### src/rtl/sync_link_pkg.sv
// sync_link_pkg: shared link constants (state encoding, line codes, receiver sync threshold)
package sync_link_pkg;
  typedef enum logic [1:0] {
    ST_IDLE = 2'b00,
    ST_SYNC = 2'b01,
    ST_TAIL = 2'b10,
    ST_DATA = 2'b11
  } tx_state_e;
  localparam logic [9:0] SYNC_CODE = 10'b00000_11111;
  localparam logic [9:0] TAIL_CODE = 10'b10011_11100;
  localparam logic [9:0] IDLE_CODE = 10'b00000_00000;
  localparam int unsigned RX_SYNC_THRESHOLD = 30;
endpackage

### src/rtl/sync_burst_cnt.sv
// sync_burst_cnt: 8-bit sync word counter with clear/enable and terminal-count flag
module sync_burst_cnt #(
  parameter int unsigned COUNT = 32
) (
  input  logic clk,
  input  logic rst,
  input  logic clr,
  input  logic en,
  output logic tc
);
  logic [7:0] cnt_q, cnt_d;
  // clear wins over increment so a restarted burst always begins at zero
  always_comb cnt_d = clr ? 8'd0 : en ? cnt_q + 8'd1 : cnt_q;
  // counter register
  always_ff @(posedge clk or posedge rst)
    if (rst) cnt_q <= '0;
    else cnt_q <= cnt_d;
  assign tc = cnt_q == 8'(COUNT - 1);
endmodule

### src/rtl/sync_frame_tx.sv
// sync_frame_tx: sync burst + tail + data framing for the uphole serializer; SYNC_TX_RESYNC_TIMER_EN adds a periodic auto-resync
module sync_frame_tx
  import sync_link_pkg::*;
#(
  parameter int unsigned SYNC_COUNT      = 32,
  parameter int unsigned RESYNC_INTERVAL = 4096
) (
  input  logic       UpSig_TClk,
  input  logic       Rst,
  input  logic       tx_en,
  input  logic       resync_req,
  input  logic [9:0] data_in,
  input  logic       data_valid,
  output logic       data_ready,
  output logic [9:0] UpSig_TOut,
  output logic       UpSig_TDen,
  output logic [1:0] tx_state,
  output logic       link_sent
);
  if (SYNC_COUNT <= RX_SYNC_THRESHOLD || SYNC_COUNT > 255) begin : g_bad_sync_count
    $error("SYNC_COUNT must be 31..255");
  end
  if (RESYNC_INTERVAL < 2 || RESYNC_INTERVAL > 65536) begin : g_bad_interval
    $error("RESYNC_INTERVAL must be 2..65536");
  end
  tx_state_e  state_q, state_d;
  logic       pend_q, pend_d;
  logic [9:0] out_q, out_d;
  logic       den_q, den_d;
  logic       accept, cnt_clr, cnt_en, cnt_tc, timer_hit;
`ifdef SYNC_TX_RESYNC_TIMER_EN
  logic [15:0] timer_q, timer_d;
  // data-phase cycle counter; restarts every time the data phase is re-entered
  always_comb begin
    timer_d   = state_q == ST_DATA ? timer_q + 16'd1 : 16'd0;
    timer_hit = state_q == ST_DATA && timer_q == 16'(RESYNC_INTERVAL - 1);
  end
  // timer register
  always_ff @(posedge UpSig_TClk or posedge Rst)
    if (Rst) timer_q <= '0;
    else timer_q <= timer_d;
`else
  assign timer_hit = 1'b0;
`endif
  sync_burst_cnt #(.COUNT(SYNC_COUNT)) u_cnt (
    .clk(UpSig_TClk),
    .rst(Rst),
    .clr(cnt_clr),
    .en (cnt_en),
    .tc (cnt_tc)
  );
  assign data_ready = state_q == ST_DATA && !pend_q && tx_en;
  // next state and next output word; the word is chosen from the next state so it lines up with tx_state
  always_comb begin
    accept  = data_valid && data_ready;
    state_d = !tx_en ? ST_IDLE :
              state_q == ST_IDLE ? ST_SYNC :
              state_q == ST_SYNC ? (resync_req ? ST_SYNC : cnt_tc ? ST_TAIL : ST_SYNC) :
              state_q == ST_TAIL ? (resync_req ? ST_SYNC : ST_DATA) :
              pend_q ? ST_SYNC : ST_DATA;
    pend_d  = tx_en && state_q == ST_DATA && !pend_q && (resync_req || timer_hit);
    cnt_clr = state_d == ST_SYNC && (state_q != ST_SYNC || resync_req);
    cnt_en  = state_q == ST_SYNC && !cnt_tc;
    out_d   = state_d == ST_SYNC ? SYNC_CODE :
              state_d == ST_TAIL ? TAIL_CODE :
              accept ? data_in : IDLE_CODE;
    den_d   = state_d != ST_IDLE;
  end
  // FSM and registered serializer outputs
  always_ff @(posedge UpSig_TClk or posedge Rst)
    if (Rst) begin
      state_q <= ST_IDLE;
      pend_q  <= 1'b0;
      out_q   <= IDLE_CODE;
      den_q   <= 1'b0;
    end else begin
      state_q <= state_d;
      pend_q  <= pend_d;
      out_q   <= out_d;
      den_q   <= den_d;
    end
  assign UpSig_TOut = out_q;
  assign UpSig_TDen = den_q;
  assign tx_state   = state_q;
  assign link_sent  = state_q == ST_DATA;
`ifndef SYNTHESIS
  // the source must keep line codes out of the data stream
  a_no_reserved: assert property (@(posedge UpSig_TClk) disable iff (Rst)
    accept |-> (data_in != SYNC_CODE && data_in != TAIL_CODE))
    else $error("reserved line code accepted on data_in");
`endif
endmodule

### config.mk
export PLATFORM = sky130hd
export DESIGN_NAME = sync_frame_tx
export DESIGN_NICKNAME = d
export VERILOG_FILES = /design/src/rtl/sync_link_pkg.sv /design/src/rtl/sync_burst_cnt.sv /design/src/rtl/sync_frame_tx.sv
export SDC_FILE = /design/constraint.sdc
export NUM_CORES = 1
export LEC_CHECK = 0
export CAP_MARGIN = 20
export CORE_MARGIN = 2
export CORE_UTILIZATION = 41
export CTS_CLUSTER_DIAMETER = 80
export DETAILED_ROUTE_END_ITERATION = 6
export HOLD_SLACK_MARGIN = 0.06
export PLACE_DENSITY = 0.74
export SYNTH_ARGS = -nofsm -noshare
export SYNTH_HDL_FRONTEND = slang
export SYNTH_HIERARCHICAL = 1
export SYNTH_SLANG_ARGS = --single-unit
### constraint.sdc
create_clock -name UpSig_TClk -period 1.95 [get_ports UpSig_TClk]
set_input_delay 0.39 -clock UpSig_TClk [delete_from_list [all_inputs] [get_ports UpSig_TClk]]
set_output_delay 0.39 -clock UpSig_TClk [all_outputs]
set_load 0.02 [all_outputs]
# Yosys cells after proc, flatten, opt, wreduce, memory -nomap -nowiden
# Index checks and enable logic that the tools add are counted.
# totals
regBits	22
inputBits	15
out_inout_bits	15
elab_cells	40
# classes
addsub	1
n_eq_ne	7
muxes	13
n_reduce_logical	14
# ops
operator	n
two-way mux 10 bit	3
two-way mux 2 bit	8
two-way mux 8 bit	2
adder 8 x 1 -> 8 bit, second input constant	1
equality test 8 x 5 -> 1 bit, second input constant	1
logical AND 1 bit	8
equality test 2 bit, second input constant	3
equality test 2 x 1 -> 1 bit, second input constant	2
nonzero test 2 bit	2
zero test 1 bit	2
zero test 2 bit	1
!= test 2 x 1 -> 1 bit, second input constant	1
logical OR 1 bit	1

# Longest topological paths before layout
# depth
ltp_word	9
mapped_depth	10
mapped_depth_nobuf	9

# Cells and area by module
# The synthesis kept the hierarchy.
# by_module_without_submodules
mod	n_inst	cells_per_inst	area_each_um2	seq_area_each_um2
sync_frame_tx	1	50	573.0	350.3
sync_burst_cnt	1	40	407.9	200.2

# Worst setup path after synthesis
# No wires, ideal clock.
# synth_timing
path_kind	register to register
startpoint	reg u_cnt.cnt_q[0]
endpoint	reg u_cnt.cnt_q[7]
setup_ns	0.077
t_arrival_ns	1.974
t_required_ns	1.873
setup_slack_ns	-0.101
path_stages_with_launch	11
synth_period_minus_slack_ns	2.051
cell_sequence	dfrtp_1 > ha_1 > nand2b_1 > nor4_1 > nand4bb_1 > nand4_1 > nor2_1 > buf_4 > o211ai_2 > or4_1 > a21oi_1
# synth_via
elab_chain_cells	9
word_cells_on_any_way	14
classes_between	1 x add/sub; 2 x eq/ne; 7 x mux; 4 x reduce/logical
# synth_rtl
element	line	rtl
from (decl)	sync_burst_cnt.sv:11	logic [7:0] cnt_q, cnt_d;
from (signal assigned)	sync_burst_cnt.sv:17	else cnt_q <= cnt_d;
equality test 8 x 5 -> 1 bit (*)	sync_burst_cnt.sv:18	assign tc = cnt_q == 8'(COUNT - 1);
named net cnt_tc	sync_frame_tx.sv:30	logic accept, cnt_clr, cnt_en, cnt_tc, timer_hit;
two-way mux 2 bit (*) (3 in series)	sync_frame_tx.sv:58	state_q == ST_SYNC ? (resync_req ? ST_SYNC : cnt_tc ? ST_TAIL : ST_SYNC) :
two-way mux 2 bit (*)	sync_frame_tx.sv:57	state_q == ST_IDLE ? ST_SYNC :
two-way mux 2 bit (*)	sync_frame_tx.sv:56	state_d = !tx_en ? ST_IDLE :
equality test 2 x 1 -> 1 bit (*)	sync_frame_tx.sv:62	cnt_clr = state_d == ST_SYNC && (state_q != ST_SYNC || resync_req);
logical AND 1 bit (*)	sync_frame_tx.sv:62	
named net cnt_clr	sync_frame_tx.sv:30	
two-way mux 8 bit or nonzero test 2 bit (tied branches)	--	
# Mark *: on every way through the listed nets, which the timed path passes. The rest lies on a longest branch. The select of a mux whose other input is x is not followed.
# A chain may end at the register's enable or synchronous reset.

# Worst setup path after layout
# layout_timing
startpoint	reg u_cnt.cnt_q[1]
endpoint	reg u_cnt.cnt_q[7]
# Same word-level chain as after synthesis.

==> results.toml <==
[sta]
finalHoldViolCount = 0
period_share = 0.9933
setup_slack_ns = 0.01307
maxSlewViolCount = 0
slew-limit-headroom = 0.6534
finalSetupTns_ns = 0
finalCriticalPeriod_ns = 1.937
skew_ns = 0.0009960
whs_ns = 0.3597
worst_pin_slew_ns = 0.5194
finalSetupViolCount = 0
max_freq_mhz = 516.3
grt_setup_unrepaired = "true"

[global_route]
grt_pass1_wl_um = 3684
groute.usage.overall = 0.1794
globalRouteOverflowTotal = 0
grt_max_degree = 15
antenna_found_initial = 0
grt_pass1_vias = 900

[floorplanning]
die_h_um = 52.92
design.portCount = 30
initial_core_util = 0.4392
die_w_um = 52.92
die-area_um2 = 2800
rows = 17
coreArea_um2 = 2233

[layout]
fin_area_um2 = 1491
fillers = 190
syn_to_final_growth_pct = 52.04
final_cell_mix = "clkdlybuf4s50_1 (27), dfrtp_1 (20), buf_4 (15)"
instances_no_fill = 162
fin_nets = 151
postLayoutCoreUtil = 0.6678
drive_above_1_share = 0.2985
diodes = 0
final_common_cell = "clkdlybuf4s50_1"

[worst_setup_path]
reg2reg_depth = 9
worstSetupPathType = "reg2reg"
ff2ff_setup_slack_ns = 0.01
cp_num_buf_inv = 0
cp-end-kind = "flop"
cp-start-kind = "flop"
cp_cell_sequence = "ha_4 -> nand2b_4 -> nor4_4 -> nand4bb_1 -> nand4_1 -> nor2_2 -> o211ai_2 -> or4_1 -> a21oi_2"
cp_top_family = "simple AND/OR/NAND/NOR gates"
max_stage_delay_ns = 0.43
cp.depth = 9
critPathMaxFanout = 4
cp.arrival_ns = 2.19
critPathRequiredTime_ns = 2.20
cp_slowest_cell = "dfrtp_1"

[power_and_ir_drop]
total_leakage_power_nw = 0.6967
power_density_nw_per_um2 = 605.9
worst_ir_drop_vdd_mv = 0.4920
power_mw = 0.9037

[synth]
ys_types = 34
yosysSeqAreaShare = 0.5612
netlist_area_um2 = 980.9
synth_warnings = 6
synthArstFlopShare = 1.000
synth_edf_count = 0
synth_cells = 90
synth-seq-cells = 22
avgSynthCellArea_um2 = 10.90
syn_nets = 106
synth_ff_type = "dfrtp_1"

[placement]
post-place-cells = 155
port_buffers = 29
hpwl_um = 1632
place_congestion = 0.7631
dpl_cell_area_um2 = 1371
dpl_worst_slack_ns = -0.1989

[clocking]
cts_root_buf = "clkbuf_4"
postCtsHoldBufs = 0
cts_tree = "done"
clkTransAtPathRegs_ns = 0.11
cts_max_level = 1
clock_sinks = 22
clock_latency_ns = 0.31
ctsLongestPathBuffers = 2
cts_buffers = 3

[detailed_routing]
dr.pass1.iters = 4
drt_iter0_drc = 7
ant_nets = 0
vias_per_cell = 5.099
wl_um = 2210
drc = 0
wl_per_cell_um = 13.64
vias = 826

[min_path]
hold_path.class = "in2async"

[run_status]
status = "completed"

[flow_run]
drv_cap = 0
==> layer usage <==
layer	vias to the layer above	part of all wire	wire, um	global-route usage
met1	397	0.41	897	0.2015
li1	401	-	-	-
met3	5	0.043	96	0.04237
met4	0	0.015	33	0.05556
met2	23	0.54	1183	0.3313
met5	-	0	0	0
==> layout make-up <==
type / instances / area, um^2 / area share
Tap cell: 28 / 35.03 / 0.02349
Clock buffer: 4 / 36.28 / 0.02433
Inverter: 3 / 11.26 / 0.007550
Sequential cell: 22 / 553.0 / 0.3708
Multi-Input combinational cell: 61 / 451.7 / 0.3029
Timing Repair Buffer: 44 / 404.1 / 0.2710
==> synthesized netlist by cell type, types with 2 or more instances <==
cell     instances  area share
nand3_1          6       0.031
and2_2           2       0.015
nor2_1           8       0.031
dfrtp_1         22        0.56
a21oi_1          5       0.026
and3_2           2       0.015
inv_1            3       0.011
or3_2            2       0.015
a21o_1           3       0.023
nand4_1          3       0.019
xor2_1           3       0.027
mux2i_1          2       0.020
nand2_1          7       0.027
o21ai_0          2       0.010
==> path summary, 6_finish.rpt <==
kind | startpoint | end
setup / recovery | u_cnt/cnt_q[1] | u_cnt/cnt_q[7]
hold / removal | Rst | u_cnt/cnt_q[3]
setup reg to reg | u_cnt/cnt_q[1] | u_cnt/cnt_q[7]
hold reg to reg | u_cnt/cnt_q[5] | u_cnt/cnt_q[5]
max in group asynchronous | Rst | tx_state[0]
min in group UpSig_TClk | u_cnt/cnt_q[5] | u_cnt/cnt_q[5]
==> sequential cells by signal (all words and copies together) (netlist names) <==
name	cells
UpSig_TOut	10
u_cnt/cnt_q	8
UpSig_TDen	1
pend_q	1
tx_state	2
==> cells by family (layout without fill, tap and decap cells) <==
| kind of cell | Yosys count | in the layout | share of synthesized area |
|---|---|---|---|
| buffers and inverters | 7 | 51 | 0.03953 |
| AND/OR/NAND/NOR | 41 | 41 | 0.2449 |
| adder cells (fa/ha/maj) | 1 | 1 | 0.01275 |
| flip-flops | 22 | 22 | 0.5612 |
| AO/OA/AOI/OAI | 13 | 13 | 0.08546 |
| XOR/XNOR | 4 | 4 | 0.03572 |
| multiplexers | 2 | 2 | 0.02041 |
==> report_power, final <==
| group | total [mW] | internal (mW) | switching (mW) |
|---|---|---|---|
| Sequential | 0.491 | 0.475 | 0.0163 |
| Clock | 0.249 | 0.114 | 0.135 |
| Combinational | 0.164 | 0.0887 | 0.0753 |
| Total | 0.904 | 0.677 | 0.226 |
==> timing repair <==
item,CTS,global route
resized for setup,4,12
buffers inserted,0,3
pin swaps,1,3
setup endpoints to repair,4,4
cloned,0,0
No activity file was read; power rests on OpenSTA's default activity.
